$ cat src/rtl/seg_pkg.sv
`default_nettype none
// ============================================================================
//  Module   : seg_pkg
//  Purpose  : Shared types and constants for the 7-segment pattern sequencer.
//             Holds the four active-low glyph patterns ({g,f,e,d,c,b,a}),
//             the 2-bit glyph code type and the ping-pong phase type.
//  Revision : 1.0 - initial release
// ============================================================================
package seg_pkg;

    // Index into the glyph table
    typedef logic [1:0] glyph_code_t;

    // Direction of travel while in ping-pong mode
    typedef enum logic {
        PHASE_UP   = 1'b0,
        PHASE_DOWN = 1'b1
    } phase_t;

    // Active-low segment patterns, bit order {g,f,e,d,c,b,a}
    localparam logic [6:0] GLYPH_0 = 7'b1000000;
    localparam logic [6:0] GLYPH_1 = 7'b0000000;
    localparam logic [6:0] GLYPH_2 = 7'b0010010;
    localparam logic [6:0] GLYPH_3 = 7'b1011000;

endpackage
`default_nettype wire

$ cat src/rtl/seg_glyph_dec.sv
`default_nettype none
// ============================================================================
//  Module   : seg_glyph_dec
//  Purpose  : Combinational glyph decoder, 2-bit glyph code to 7-bit
//             active-low segment pattern.
//  Ports    : code    - glyph code 0..3
//             pattern - active-low segments {g,f,e,d,c,b,a}
//  Revision : 1.0 - initial release
// ============================================================================
module seg_glyph_dec
    import seg_pkg::*;
(
    input  glyph_code_t code,
    output logic [6:0]  pattern
);

    always_comb begin
        pattern = GLYPH_0;
        case (code)
            2'd0: pattern = GLYPH_0;
            2'd1: pattern = GLYPH_1;
            2'd2: pattern = GLYPH_2;
            2'd3: pattern = GLYPH_3;
        endcase
    end

endmodule
`default_nettype wire

$ cat src/rtl/seg_pattern_seq.sv
`default_nettype none
// ============================================================================
//  Module   : seg_pattern_seq
//  Purpose  : Steps through a STEPS-long sequence once every DIV enabled clock
//             cycles and shows a rotating glyph pattern on NUM_DIGITS
//             7-segment digits. Supports wrap (up/down) and ping-pong modes.
//  Ports    : clk    - clock, all state on rising edge
//             rst    - asynchronous active-low reset
//             en     - prescaler enable; low freezes prescaler, step, phase
//             dir    - wrap-mode direction (0 up, 1 down)
//             bounce - 0 wrap mode, 1 ping-pong mode
//             rot    - per-digit glyph rotation offset
//             blank  - forces all segments off (registered)
//             seg    - active-low segments, digit 0 in bits [6:0]
//             step   - current step index
//             tick   - one-cycle pulse, coincident with each step advance
//  Revision : 1.0 - initial release
// ============================================================================
module seg_pattern_seq
    import seg_pkg::*;
#(
    parameter int NUM_DIGITS = 3,
    parameter int STEPS      = 7,
    parameter int DIV        = 2**24
)(
    input  logic                        clk,
    input  logic                        rst,
    input  logic                        en,
    input  logic                        dir,
    input  logic                        bounce,
    input  logic [1:0]                  rot,
    input  logic                        blank,
    output logic [7*NUM_DIGITS-1:0]     seg,
    output logic [$clog2(STEPS)-1:0]    step,
    output logic                        tick
);

    localparam int PW = $clog2(DIV);
    localparam int SW = $clog2(STEPS);

    localparam logic [PW-1:0] PRESC_LAST  = PW'(DIV - 1);
    localparam logic [SW-1:0] STEP_LAST   = SW'(STEPS - 1);
    localparam logic [SW-1:0] STEP_PENULT = SW'(STEPS - 2);
    localparam logic [SW-1:0] STEP_ONE    = SW'(1);

    // ------------------------------------------------------------------
    // State
    // ------------------------------------------------------------------
    logic [PW-1:0] presc, presc_nxt;
    logic [SW-1:0] step_nxt;
    phase_t        phase, phase_nxt, eff_phase;
    logic          bounce_prev, bounce_prev_nxt;
    logic          tick_nxt;

    always_ff @(posedge clk or negedge rst) begin
        if (!rst) begin
            presc       <= '0;
            step        <= '0;
            phase       <= PHASE_UP;
            bounce_prev <= 1'b0;
            tick        <= 1'b0;
        end else begin
            presc       <= presc_nxt;
            step        <= step_nxt;
            phase       <= phase_nxt;
            bounce_prev <= bounce_prev_nxt;
            tick        <= tick_nxt;
        end
    end

    // ------------------------------------------------------------------
    // Next-state: prescaler, step and ping-pong phase
    // ------------------------------------------------------------------
    always_comb begin
        presc_nxt       = presc;
        step_nxt        = step;
        phase_nxt       = phase;
        bounce_prev_nxt = bounce_prev;
        tick_nxt        = 1'b0;
        eff_phase       = phase;

        if (en) begin
            // The bounce edge detector only advances while enabled, so a
            // mode change made while frozen takes effect on the first
            // enabled cycle and phase is never altered during a freeze.
            bounce_prev_nxt = bounce;
            if (bounce && !bounce_prev) begin
                eff_phase = phase_t'(dir);
            end
            phase_nxt = eff_phase;

            if (presc == PRESC_LAST) begin
                presc_nxt = '0;
                tick_nxt  = 1'b1;

                if (bounce) begin
                    // Reflect at the ends so neither end step is repeated
                    if (eff_phase == PHASE_UP) begin
                        if (step == STEP_LAST) begin
                            step_nxt  = STEP_PENULT;
                            phase_nxt = PHASE_DOWN;
                        end else begin
                            step_nxt = step + 1'b1;
                        end
                    end else begin
                        if (step == '0) begin
                            step_nxt  = STEP_ONE;
                            phase_nxt = PHASE_UP;
                        end else begin
                            step_nxt = step - 1'b1;
                        end
                    end
                end else if (dir) begin
                    step_nxt = (step == '0) ? STEP_LAST : step - 1'b1;
                end else begin
                    step_nxt = (step == STEP_LAST) ? '0 : step + 1'b1;
                end
            end else begin
                presc_nxt = presc + 1'b1;
            end
        end
    end

    // ------------------------------------------------------------------
    // Glyph selection: code for digit d = (step + d*rot) mod 4.
    // Only the two low step bits matter for a mod-4 result.
    // ------------------------------------------------------------------
    glyph_code_t step_lo;

    if (SW >= 2) begin : g_step_lo_wide
        assign step_lo = step[1:0];
    end else begin : g_step_lo_narrow
        assign step_lo = {1'b0, step[0]};
    end

    logic [7*NUM_DIGITS-1:0] glyph_bus;

    for (genvar d = 0; d < NUM_DIGITS; d++) begin : g_digit
        glyph_code_t code;

        assign code = step_lo + glyph_code_t'(d) * rot;

        seg_glyph_dec u_dec (
            .code    (code),
            .pattern (glyph_bus[7*d +: 7])
        );
    end

    // Registered segment drive: follows step/rot/blank by one cycle
    always_ff @(posedge clk or negedge rst) begin
        if (!rst) begin
            seg <= {NUM_DIGITS{GLYPH_0}};
        end else if (blank) begin
            seg <= '1;
        end else begin
            seg <= glyph_bus;
        end
    end

endmodule
`default_nettype wire
$ cat config.mk
export PLATFORM = sky130hd
export DESIGN_NAME = seg_pattern_seq
export DESIGN_NICKNAME = d
export VERILOG_FILES = /design/src/rtl/seg_pkg.sv /design/src/rtl/seg_glyph_dec.sv /design/src/rtl/seg_pattern_seq.sv
export SDC_FILE = /design/constraint.sdc
export NUM_CORES = 1
export LEC_CHECK = 0
export ABC_AREA = 1
export CORE_MARGIN = 3
export CORE_UTILIZATION = 39
export CTS_CLUSTER_DIAMETER = 50
export DETAILED_ROUTE_END_ITERATION = 8
export HOLD_SLACK_MARGIN = 0.02
export PLACE_DENSITY_LB_ADDON = 0.15
export SLEW_MARGIN = 20
export SYNTH_ARGS = -nofsm -noshare
export SYNTH_HDL_FRONTEND = slang
export SYNTH_SLANG_ARGS = --single-unit
$ cat constraint.sdc
create_clock -name clk -period 3.84 [get_ports clk]
set_clock_uncertainty 0.2 [all_clocks]
set_input_delay 0.768 -clock clk [delete_from_list [all_inputs] [get_ports clk]]
set_output_delay 0.768 -clock clk [all_outputs]
set_load 0.02 [all_outputs]
==> results of run 1 <==
-- cells in the mapped netlist (7+ instances only) --
cell,number
buf_4,9
dfrtp_1,40
ha_1,11
inv_1,40
nand2_1,74
nand2_2,8
nand3_1,23
nand4_1,7
nor2_1,30
nor2_2,9
o21ai_0,13
xor2_1,10
-- worst max-delay path by stage --
stage | slack, ps | start | to
finish | 1400 | step[1] | step[1]
global route | 1310 | step[1] | step[1]
CTS | 1370 | step[1] | step[1]
detailed placement | 1210 | rot[0] | seg[13]
global placement | 1230 | rot[0] | seg[13]
floorplan | 1720 | rot[0] | seg[13]
-- cell usage in the layout, fill, tap and decap left out, drive strengths merged --
cell,netlist,layout
buf,10,3
xnor2,2,2
clkinvlp,0,1
dfrtp,40,40
a21oi,6,6
clkbuf,2,7
or2,4,4
nand2,83,83
nand3b,3,3
clkdlybuf4s50,0,31
xor2,10,10
ha,11,11
nand3,26,26
a31oi,1,1
nand4,8,8
o21ai,16,16
dfstp,3,3
nor2,45,45
nor3,4,4
inv,43,43
-- logic make-up (layout without fill, tap and decap cells) --
kind of cell | count (synthesis) | in the layout | synth area share, %
and+or+nand+nor | 173 | 173 | 33.45
AOI/OAI and AO/OA | 23 | 23 | 4.588
DFF | 43 | 43 | 42.58
xor gates and xnor gates | 12 | 12 | 4.144
buffers and inverters | 55 | 85 | 9.817
adders and majority gates | 11 | 11 | 5.427
-- per-stage QoR --
| stage | hold WS, ps | setup WS, ps | utilization [%] |
|---|---|---|---|
| floorplan | 249.4 | 1723 | - |
| global placement | 273.2 | 1230 | 47.00 |
| detailed placement | 275.3 | 1206 | 47.00 |
| CTS | 297.6 | 1373 | 48.71 |
| global route | 241.1 | 1310 | 49.16 |
| finish | 229.8 | 1396 | 49.16 |
-- flip-flops by register name, indices dropped and copies added (netlist names) --
name,count
presc,24
step,3
tick,1
phase,1
bounce_prev,1
seg,13
-- area by class of cell --
| class | instances | share of cell area (%) |
|---|---|---|
| Timing Repair Buffer | 34 | 11.69 |
| Clock inverter | 1 | 0.2505 |
| Sequential cell | 43 | 36.03 |
| Inverter | 43 | 5.386 |
| Multi-Input combinational cell | 219 | 40.29 |
| Tap cell | 75 | 3.132 |
| Clock buffer | 7 | 3.215 |
-- power breakdown --
part           leakage (nW)  internal, W  switching, W
clock network        0.0505     0.000164      0.000163
registers             0.520     0.000502     0.0000431
logic                 0.902    0.0000952      0.000128
total                  1.47     0.000761      0.000334
-- layer usage --
metal	share of wire (%)	vias up	track usage, %
li1	-	1040	-
met1	50	919	21.50
met2	45	33	24.41
met3	4.1	6	3.992
met4	1.1	0	3.824
met5	0	-	0
==> flow_metrics.py, run 1 <==
metrics = {
    "status": {
        "status": "complete, no violations",
    },
    "clock_tree": {
        "clkSlewWorstSetupHoldPaths_ps": 90,
        "cts_root_buf": "clkbuf_8",
        "postCtsHoldBufs": 0,
        "cts_resized": 0,
        "cts.sinks": 43,
        "cts_buffers": 5,
        "htree_levels": 2,
        "cts_tree": "yes",
        "cts_setup_buffers": 0,
        "worst_skew_pair.late_latency_ps": 300,
        "cts_buffer_depth": 2,
    },
    "global_routing": {
        "grt_use_total_pct": 15.55,
        "grt_pass1_vias": 1945,
        "grt_max_degree": 44,
        "grt_overflow": 0,
        "grt_antenna_before_repair": 0,
        "grt_pass1_wl_um": 9225,
    },
    "routing": {
        "viasPerCell": 4.735,
        "dr.pass1.iters": 4,
        "drc": 0,
        "wl_per_cell_um": 12.14,
        "drtIter0Drc": 80,
        "num_vias": 1998,
        "ant_nets": 0,
        "routed_wirelength_um": 5122,
    },
    "placed_design": {
        "gp_congestion": 0.8268,
        "hpwl_um": 3775,
        "placed_area_mm2": 0.002865,
        "numPlacedInstances": 413,
        "io_buffer_count": 32,
    },
    "sta": {
        "max_freq_ghz": 0.4092,
        "final.setup.tns_ps": 0,
        "finalCritPeriodShare_pct": 63.64,
        "hold_viol_final": 0,
        "max_slew_margin_pct": 65.05,
        "finalSetupViolations": 0,
        "finalMaxSlewViolations": 0,
        "rsz0062_at_grt": "no",
        "layout_min_cycle_time_ps": 2444,
        "tightest_slew_ps": 524.2,
    },
    "floorplanning": {
        "die_h_um": 86.64,
        "num_rows": 28,
        "core_mm2": 0.006096,
        "io_pins": 33,
        "start_util_pct": 41.61,
        "die_area_mm2": 0.007506,
        "die_w_um": 86.64,
    },
    "yosys": {
        "yosys.area.top_type": "dfrtp_1",
        "synth_area_mm2": 0.002536,
        "synth_top_cell_area_share_pct": 39.47,
        "synth_edf_count": 0,
        "ys_types": 29,
        "synthFlopType": "dfrtp_1",
        "synthTopCellsByArea": "dfrtp_1 39%, nand2_1 11%, inv_1 5.9%",
        "synth.yosys.warnings": 0,
        "ys_seq_elements": 43,
        "postSynthCellCount": 317,
        "synth_nets": 336,
        "ys_seq_area_share_pct": 42.58,
        "syn_avg_cell_area_um2": 8.001,
        "ys_async_sr_fraction_pct": 100.0,
    },
    "cells_and_area": {
        "fillers": 608,
        "fin_cells": 422,
        "multiInputGateArea_mm2": 0.001207,
        "antennaDiodeCount": 0,
        "design_area_mm2": 0.002997,
        "area_growth_pct": 18.15,
        "drive_above_1_share_pct": 14.41,
        "regArea_mm2": 0.001080,
        "fin_nets": 365,
    },
    "critical_path": {
        "path_delay_family": "buffers and inverters",
        "ff2ff_setup_slack_ps": 1880,
        "critical_path_class": "reg -> out",
        "crit_required_ps": 2870,
        "critPathMaxStageDelay_ps": 660,
        "worst_setup_path_end_kind": "primary output",
        "r2r_end": "phase",
        "reg2reg_from": "step[0]",
        "critPathArrivalTime_ps": 1480,
        "crit_fanout": 7,
        "cp-start-kind": "flop",
        "cp.depth": 1,
        "worstPathCellList": "clkdlybuf4s50_1",
        "cpMaxStageDelayCell": "clkdlybuf4s50_1",
        "path_buf_inv": 1,
        "ff2ff_path_depth": 9,
    },
    "power": {
        "leakagePower_nw": 1.472,
        "total_power_w": 0.001095,
        "ir_worst_vdd_mv": 0.2058,
        "power.density_mw_per_mm2": 365.4,
    },
    "job": {
        "max_cap_viol_count": 0,
    },
    "hold_path": {
        "min_path_type": "in -> async",
    },
}
(Power assumes the default switching activity.)
==> run 2: changes to the inputs <==
==> constraint.sdc (replaced) <==
create_clock -name clk -period 2.2 [get_ports clk]
set_clock_uncertainty 0.2 [all_clocks]
set_input_delay 0.44 -clock clk [delete_from_list [all_inputs] [get_ports clk]]
set_output_delay 0.44 -clock clk [all_outputs]
set_load 0.02 [all_outputs]
==> run 2 against run 1 <==
Effect of this change:
- critical path depth unchanged
- die area is the same
- register-to-register slack got worse by 1600 ps
- first-iteration DRC count rose by 2.5%
- sequential share of layout area decreased by 0.48 points
==> flow_metrics.py, run 2 (synthesis results as in run 1) <==
metrics = {
    "critical_path": {
        "ff2ff_path_depth": 9,
        "critPathMaxStageDelay_ps": 670,
        "worst_setup_path_end_kind": "primary output",
        "path_delay_family": "buffers and inverters",
        "path_buf_inv": 1,
        "critical_path_class": "reg -> out",
        "cp-start-kind": "flop",
        "critPathArrivalTime_ps": 1490,
        "ff2ff_setup_slack_ps": 250,
        "cpMaxStageDelayCell": "clkdlybuf4s50_1",
        "crit_start": "step[1]",
        "crit_required_ps": 1560,
        "cp.depth": 1,
        "worstPathCellList": "clkdlybuf4s50_1",
        "crit_fanout": 7,
        "reg2reg_from": "step[0]",
    },
    "routing": {
        "num_vias": 2026,
        "viasPerCell": 4.734,
        "ant_nets": 0,
        "drtIter0Drc": 82,
        "wl_per_cell_um": 11.79,
        "dr.pass1.iters": 4,
        "drc": 0,
        "routed_wirelength_um": 5048,
    },
    "global_routing": {
        "grt_use_met2_pct": 22.74,
        "grt_pass1_wl_um": 8859,
        "grt_antenna_before_repair": 0,
        "use_met3_pct": 3.137,
        "grt-busiest-layer": "met2",
        "grt_overflow": 0,
        "grt_use_total_pct": 15.01,
        "grt_pass1_vias": 1880,
        "grt_use_met1_pct": 20.87,
        "grt_max_degree": 24,
    },
    "placed_design": {
        "numPlacedInstances": 419,
        "gp_congestion": 0.8014,
        "hpwl_um": 3959,
        "io_buffer_count": 32,
    },
    "floorplanning": {
        "die_w_um": 86.64,
        "core_mm2": 0.006096,
        "io_pins": 33,
        "die_area_mm2": 0.007506,
        "die_h_um": 86.64,
        "num_rows": 28,
        "start_util_pct": 41.61,
    },
    "cells_and_area": {
        "post-route-util_pct": 49.82,
        "reg_top3": "presc (24), seg (13), step (3)",
        "top_register": "presc",
        "layout_commonest_cell": "nand2_1",
        "fillers": 616,
        "largest_reg_flops": 24,
        "fin_cells": 428,
        "antennaDiodeCount": 0,
        "drive_above_1_share_pct": 15.58,
        "most-common-layout-cells": "74 x nand2_1, 40 x inv_1, 40 x dfrtp_1, 31 x clkdlybuf4s50_1, 30 x nor2_1",
        "area_growth_pct": 19.73,
        "fin_nets": 371,
    },
    "power": {
        "power_frac_seq_pct": 50.0,
        "total_power_w": 0.001896,
        "power.density_mw_per_mm2": 624.2,
        "ir_worst_vdd_mv": 0.4675,
        "switchingPower_w": 0.0005627,
        "intPower_w": 0.001333,
        "leakagePower_nw": 1.497,
        "pwr-share-clk_pct": 29.1,
        "combinationalPowerShare_pct": 20.9,
        "swShare_pct": 29.68,
    },
    "clock_tree": {
        "cts_buffer_depth": 2,
        "cts_root_buf": "clkbuf_8",
        "cts_tree": "yes",
        "cts_buffers": 5,
        "cts_resized": 0,
        "worst_skew_pair.late_latency_ps": 290,
        "cts_setup_buffers": 0,
        "clkSlewWorstSetupHoldPaths_ps": 80,
        "htree_levels": 2,
        "postCtsHoldBufs": 1,
        "cts.sinks": 43,
    },
    "sta": {
        "rsz0062_at_grt": "no",
        "tightest_slew_ps": 534.2,
        "finalMaxSlewViolations": 0,
        "finalCritPeriodShare_pct": 96.72,
        "finalSetupViolations": 0,
        "max_freq_ghz": 0.4699,
        "hold_viol_final": 0,
        "final.setup.tns_ps": 0,
        "hold-worst-slack_ps": 299.4,
        "max_slew_margin_pct": 64.39,
        "layout_min_cycle_time_ps": 2128,
    },
    "status": {
        "status": "complete, no violations",
    },
    "hold_path": {
        "whs_path_depth": 2,
        "min-delay-start": "phase",
        "min_path_type": "reg -> reg",
    },
    "job": {
        "max_cap_viol_count": 0,
    },
}
run 2: cell count changes in the layout (fill, tap and decap cells not counted):
cell	change
buf_16	-1
buf_4	+5
buf_12	+1
dlygate4sd3_1	+1
run 2: power by group through the flow:
stage	clock network [W]	registers, W	logic [W]
global route	0.000602	0.000963	0.000457
floorplan	0	0.000986	0.000227
detailed placement	0	0.000964	0.000400
finish	0.000552	0.000947	0.000396
global placement	0	0.000963	0.000398
CTS	0.000577	0.000948	0.000403
run 2: per-layer routing:
layer	wire, um	part of all wire [%]	vias to the layer above
met2	2251	45	40
met3	221	4.4	11
li1	-	-	1058
met1	2475	49	917
met5	0	0	-
met4	100	2.0	0
run 2: path summary, 6_finish.rpt:
kind	endpoint
min	phase
min reg2reg	phase
min in group asynchronous	step[2]
max in group asynchronous	seg[20]
max reg2reg	phase
max	step[1]
run 2: area by class of cell:
type | count | area, um2 | area share (%)
repair buffers | 40 | 390.4 | 12.86
clock inverters | 1 | 7.507 | 0.2472
flip-flops and latches | 43 | 1080 | 35.56
multi-input cells | 219 | 1207 | 39.76
inverters | 43 | 161.4 | 5.315
clock buffers | 7 | 96.34 | 3.173
well taps | 75 | 93.84 | 3.090
run 2: metrics by stage:
step           worst slack [ps]  instance area (um2)
2_1_floorplan             322.9                 2536
3_3_place_gp             -61.46                 2923
3_5_place_dp             -80.21                 2923
4_1_cts                   38.05                 3037
5_1_grt                   24.08                 3037
6_report                  72.11                 3037
